==> src/rtl/serial_add_ctrl.sv <==
// Bit-serial adder controller: drives an external 1-bit full adder LSB first, one bit per cycle.
// Define SERIAL_ADD_OVF_EN to add the signed-overflow output ovf.
module serial_add_ctrl #(
    parameter int unsigned WIDTH = 8
) (
    input  logic             clk,
    input  logic             rst_n,
    input  logic             start,
    input  logic [WIDTH-1:0] a_in,
    input  logic [WIDTH-1:0] b_in,
    input  logic             cin,
    output logic             fa_a,
    output logic             fa_b,
    output logic             fa_c,
    input  logic             fa_s,
    input  logic             fa_co,
    output logic             busy,
    output logic             done,
    output logic [WIDTH-1:0] sum,
`ifdef SERIAL_ADD_OVF_EN
    output logic             ovf,
`endif
    output logic             cout
);

    localparam int unsigned CntW = $clog2(WIDTH) + 1;
    localparam int unsigned IdxW = (WIDTH > 1) ? $clog2(WIDTH) : 1;

    typedef enum logic [1:0] {
        StIdle,
        StRun,
        StDone
    } state_e;

    state_e            state_q, state_d;
    logic [WIDTH-1:0]  a_q, b_q, sum_q;
    logic [CntW-1:0]   cnt_q;
    logic [IdxW-1:0]   idx;
    logic              carry_q;
    logic              cout_q;
    logic              accept;
    logic              last_bit;

    assign idx      = cnt_q[IdxW-1:0];
    assign accept   = (state_q == StIdle) && start;
    assign last_bit = (cnt_q == CntW'(WIDTH - 1));

    always_ff @(posedge clk or negedge rst_n) begin
        if (!rst_n) begin
            state_q <= StIdle;
        end else begin
            state_q <= state_d;
        end
    end

    always_comb begin
        state_d = state_q;
        unique case (state_q)
            StIdle:  if (start) state_d = StRun;
            StRun:   if (last_bit) state_d = StDone;
            StDone:  state_d = StIdle;
            default: state_d = StIdle;
        endcase
    end

    always_comb begin
        busy = 1'b0;
        done = 1'b0;
        fa_a = 1'b0;
        fa_b = 1'b0;
        fa_c = 1'b0;
        unique case (state_q)
            StRun: begin
                busy = 1'b1;
                fa_a = a_q[idx];
                fa_b = b_q[idx];
                fa_c = carry_q;
            end
            StDone:  done = 1'b1;
            default: ;
        endcase
    end

    always_ff @(posedge clk or negedge rst_n) begin
        if (!rst_n) begin
            a_q     <= '0;
            b_q     <= '0;
            sum_q   <= '0;
            cnt_q   <= '0;
            carry_q <= 1'b0;
            cout_q  <= 1'b0;
        end else if (accept) begin
            a_q     <= a_in;
            b_q     <= b_in;
            sum_q   <= '0;
            cnt_q   <= '0;
            carry_q <= cin;
            cout_q  <= 1'b0;
        end else if (state_q == StRun) begin
            sum_q[idx] <= fa_s;
            carry_q    <= fa_co;
            cnt_q      <= cnt_q + CntW'(1);
            if (last_bit) begin
                cout_q <= fa_co;
            end
        end
    end

`ifdef SERIAL_ADD_OVF_EN
    logic ovf_q;

    // On the MSB edge carry_q is the carry into the MSB and fa_co the carry out of it.
    always_ff @(posedge clk or negedge rst_n) begin
        if (!rst_n) begin
            ovf_q <= 1'b0;
        end else if (accept) begin
            ovf_q <= 1'b0;
        end else if ((state_q == StRun) && last_bit) begin
            ovf_q <= carry_q ^ fa_co;
        end
    end

    assign ovf = ovf_q;
`endif

    assign sum  = sum_q;
    assign cout = cout_q;

endmodule

==> config.mk <==
export PLATFORM = sky130hd
export DESIGN_NAME = serial_add_ctrl
export DESIGN_NICKNAME = d
export VERILOG_FILES = /design/src/rtl/serial_add_ctrl.sv
export SDC_FILE = /design/constraint.sdc
export NUM_CORES = 1
export LEC_CHECK = 0
export CAP_MARGIN = 20
export CORE_MARGIN = 2
export CORE_UTILIZATION = 50
export DETAILED_ROUTE_END_ITERATION = 12
export GPL_TIMING_DRIVEN = 0
export PLACE_DENSITY = 0.85
export SKIP_LAST_GASP = 1
export SLEW_MARGIN = 40
export SYNTH_ARGS = -nofsm -noshare
export SYNTH_HDL_FRONTEND = slang
export SYNTH_SLANG_ARGS = --single-unit
==> constraint.sdc <==
create_clock -name clk -period 1.95 [get_ports clk]
set_clock_uncertainty 0.05 [all_clocks]
set_input_delay 0.4875 -clock clk [delete_from_list [all_inputs] [get_ports clk]]
set_output_delay 0.4875 -clock clk [all_outputs]
set_load 0.02 [all_outputs]
* Word level (Yosys, flattened, before mapping)
Cells that the tools add are included.
** Word-level totals
- Register bits after elaboration :: 32
- Output and inout port bits :: 14
- Input bits :: 22
- Logic and storage cells :: 46
** Cells by class
- Multiplexer cells :: 24
- Reduce and logical (&&, ||, !) cells :: 7
- Equality and inequality tests :: 5
- Order comparisons :: 2
- Add/sub/neg operators :: 1
** Operators by type and width (number)
- 8-bit 2-to-1 mux :: 2
- 1-bit 2-to-1 mux :: 13
- 8-bit bitwise mux :: 1
- 4-bit 2-to-1 mux :: 2
- 1-bit binary-select mux with 3-bit select :: 2
- 4-bit by 1-bit adder with 4-bit output, second input constant :: 1
- 4-bit by 3-bit == test with 1-bit output, second input constant :: 1
- 3-bit by 4-bit less-than comparator with 1-bit output, second input constant :: 1
- 2-bit 2-to-1 mux :: 2
- 2-bit inequality test, second input constant :: 2
- 2-bit one-hot mux with 2 select lines :: 1
- 2-bit AND reduction :: 2
- 2-bit nonzero test :: 2
- 1-bit demux with 3-bit select :: 1
- 3-bit by 1-bit greater-or-equal comparator with 1-bit output, second input constant :: 1
- 2-bit by 1-bit == test with 1-bit output, second input constant :: 1
- 2-bit == test, second input constant :: 1
- 1-bit logical AND :: 2
- 2-bit zero test :: 1

* Longest topological paths before layout
- Depth in word-level cells :: 7
- Depth in mapped cells :: 6
- Gate-level depth less buffers :: 4

* Least setup slack after synthesis
Ideal clock, no wire load.
- Kind :: reg-to-output
- Start :: reg cnt_q[1]
- End :: out fa_a
- Data arrival time :: 1.237 ns
- Slack :: 0.175 ns
- Cell stages (with the launch flop) :: 6
- Data required time :: 1.412 ns
- Path through :: dfrtp_1 clkbuf_2 buf_6 mux2i_1 o22ai_1 o31a_1
** Between the ends
- Word-level cells in the longest chain between the ends :: 3
** RTL lines
- start: declaration :: RTL line 37 : logic [CntW-1:0] cnt_q;
- start signal: assignment :: RTL line 102 : cnt_q <= cnt_q + CntW'(1);
- 1-bit binary-select mux with 3-bit select :: RTL line 75 : fa_a = a_q[idx];
- 1-bit 2-to-1 mux (not written as such) :: RTL line 75
- 1-bit 2-to-1 mux :: RTL line 72 : unique case (state_q)
- end: declaration :: RTL line 12 : output logic fa_a,
No other way between the ends. The select of a mux whose other input is x is not followed.

* Worst setup path in the final report
- Start :: reg cnt_q[2]
- End :: out fa_a
Same word-level chain as after synthesis.

==> metrics.md <==
| Metric | Value |
|---|---|
| Final antenna-violating net count | `0` |
| Avg Inst Size Synth | `about 12 sq um` |
| Final Hold Fails | `0` |
| # setup viols final | `2` |
| Initial Util | `53.4%` |
| Layout cell share with drive strength beyond 1 | `31.0%` |
| Initial DRC Count | `45` |
| Outcome | `complete, but fails checks` |
| Prevailing post-synth register cell | `dfrtp_1` |
| Cts bufs inserted | `5` |
| Largest cells by area after synthesis | `dfrtp_1 (49%), mux2_2 (14%), mux2i_1 (4.9%)` |
| Port Buffers | `35` |
| Pin count of the biggest net entering global routing | `33` |
| Worst R2R End | `a_q[4]` |
| Crit path to | `fa_a` |
| Adder-cell share of the synthesized area | `0.762%` |
| Sequential fraction of the synthesis area | `48.7%` |
| Relative slew slack | `54.3%` |
| Die W | `61.3 um` |
| GRT Total Usage | `between 20 and 25%` |
| Worst hold path class | `in -> async` |
| Failing checks | `negative setup slack` |
| Initial antenna violation count | `0` |
| Die area | `3760 sq um` |
| FF+latch count, synth | `32` |
| Worst Setup Slack, final | `-240 ps` |
| Power per cell area | `between 1500 and 2000 nW/um^2` |
| Worst VDD drop | `between 1000 and 1500 uV` |
| Synthesized netlist cell count | `135` |
| Clk_lat worst skew | `~340 ps` |
| Layout net count | `207` |
| Antenna Cells | `0` |
| Crit-path max cell delay | `370 ps` |
| # rows | `20` |
| Die height | `61.3 um` |
| Sink count of the clock tree | `32` |
| Post-synthesis async set-or-reset flop share | `100%` |
| Met1 wire length | `1330 um` |
| Worst-path clk slew | `~90 ps` |
| Grt ovf | `0` |
| Post-Synth Simple-Gate Area | `12.1%` |
| Layout area overhead | `32.7%` |
| R2r setup slk | `between 200 and 250 ps` |
| # IOs | `36` |
| Post-synth top area share | `48.7%` |
| Critical Path AT | `1650 ps` |
| Lkg Pwr | `0.944 nW` |
| Synth Area in XOR/XNOR | `0%` |
| Crit path required time | `1410 ps` |
| CP Launch Type | `register` |
| Vias | `1280` |
| Worst hold slack | `132 ps` |
| Multiplexer share of the synthesized area | `18.6%` |
| Syn Nets | `158` |
| Post-route DRC violation count | `0` |
| Post-synth cell types | `39` |
| Clock buffer depth | `2` |
| Vias in the first global route | `around 1300` |
| CTS tree | `done` |
| Crit share post-route | `112%` |
| Root Buffer | `clkbuf_4` |
| H-Tree Depth | `2` |
| Max Fclk | `0.457 GHz` |
| Vias/cell | `5.61` |
| Syn. warnings | `0` |
| Cell Chain, Critical Path | `clkbuf_8 > buf_2 > nor4bb_2 > o31a_1 > buf_6` |
| Commonest cells post-synth | `dfrtp_1 (32), mux2_2 (20), mux2i_1 (8), buf_6 (7), a21oi_1 (6)` |
| CP Capture Type | `output pin` |
| First-pass GRT wire length | `5820 um` |
| Post-layout util | `a little over 70%` |
| Critical path startpoint | `cnt_q[2]` |
| EDFF count, synth | `0` |
| Maxcap violations | `0` |
| Netlist Area Pre-Place | `1640 sq um` |
| Slew at the pin with the worst max-slew slack | `~690 ps` |
| RD Place Congestion | `approximately 0.79` |
| Uppermost layer routed | `met4` |
| DR pass1 iterations | `4` |
| Class of the most critical setup path | `reg -> out` |
| WL/cell | `approximately 15 um` |
| Met3 Wirelength | `279 um` |
| RSZ-0062 raised after global routing | `true` |
| Worst r2r src | `state_q[1]` |
| Core ar. | `3080 sq um` |
| Dominant cell type by area after synthesis | `dfrtp_1` |
| Crit-path max FO | `10` |
| CP max-delay cell | `dfrtp_1` |
| Final wirelength | `3510 um` |
| Worst R2R Path Depth | `5` |
| Met2 wire length | `roughly 1800 um` |
| Count leader, synth | `dfrtp_1` |
| Synth Area in Compound Gates | `around 12%` |
| Largest family of logic cells by synthesized area | `multiplexers` |
| Filler Cells Inserted | `243` |
| Pins Over Slew Limit | `0` |
| Fin crit period | `2190 ps` |
| HPWL Detailed | `2470 um` |
critical path: cells and delay by family, from the launching register on:
kind	cells	cell delay, ps
AO/OA/AOI/OAI	1	290
flip-flops	1	370
buffers and inverters	3	480
AND/OR/NAND/NOR	1	180
cells by family after synthesis:
kind of cell    count (synthesis)
simple gates                   29
mux                            28
compound gates                 29
flops                          32
buf+inv                        16
fa+ha+maj                       1
layout by cell type (no fill, tap or decap), drive strengths merged, types with 2 or more instances in the layout:
master          n
a21oi           6
or3             3
nor2            3
buf            22
mux2           20
clkinv          2
clkbuf          7
nand4           2
mux2i           8
nand2b          4
nand2           2
nand3           2
inv             4
dfrtp          32
o21ai           4
clkdlybuf4s50  29
o31ai           4
nor2b           2
a22o            5
nor3b           3
o22ai           2
nand3b          2
o32ai           2
a21o            2
area by class of cell:
type / count / area (sq um) / area share, %
Clock buffer: 6 / 41.3 / 1.89
Timing Repair Buffer: 44 / 412 / 18.9
Multi-Input combinational cell: 87 / 732 / 33.6
Sequential cell: 32 / 802 / 36.8
Inverter: 5 / 31.3 / 1.44
Clock inverter: 1 / 5.00 / 0.230
Buffer: 9 / 101 / 4.65
Tap cell: 44 / 55.1 / 2.53
state kept, by name, indices dropped and copies added, names as in the netlist:
| register | count |
|---|---|
| cnt_q | 4 |
| sum | 8 |
| b_q | 8 |
| cout | 1 |
| state_q | 2 |
| carry_q | 1 |
| a_q | 8 |
worst min-delay path by stage:
stage               endpoint  slack [ps]
floorplan             a_q[0]         140
global placement    cnt_q[3]         400
detailed placement  cnt_q[3]         420
CTS                 cnt_q[0]         140
global route          a_q[0]         180
finish              cnt_q[0]         130
what timing repair did:
action                     4_1_cts  5_1_grt
setup endpoints to repair        5        5
hold buffers                     0        0
setup buffers                    5        4
pin swaps                        2        2
resized for setup               30        6
cloned                           0        0
where the power goes:
group | leakage [nW] | internal (mW) | switching, mW
Combinational | 0.522 | 1.07 | 0.901
Clock | 0.0281 | 0.132 | 0.209
Sequential | 0.394 | 0.967 | 0.186
per-layer routing:
metal  up-vias  GRT usage [%]
met4         0           7.45
li1        591              -
met2        52           40.0
met1       630           24.4
met5         -              0
met3         7           5.67
stage by stage:
stage	instance area (sq um)	TNS [ps]	worst slack [ps]	std cells	power, mW
after CTS	2150	-495	-251	225	3.41
final	2180	-475	-240	228	3.46
after global routing	2180	-638	-329	228	3.68
after floorplan	1640	0	175	135	2.37
after global placement	2050	-8990	-400	214	2.87
after detailed placement	2040	-3510	-395	214	2.95
Note: power is estimated with default switching activity, not from simulation.
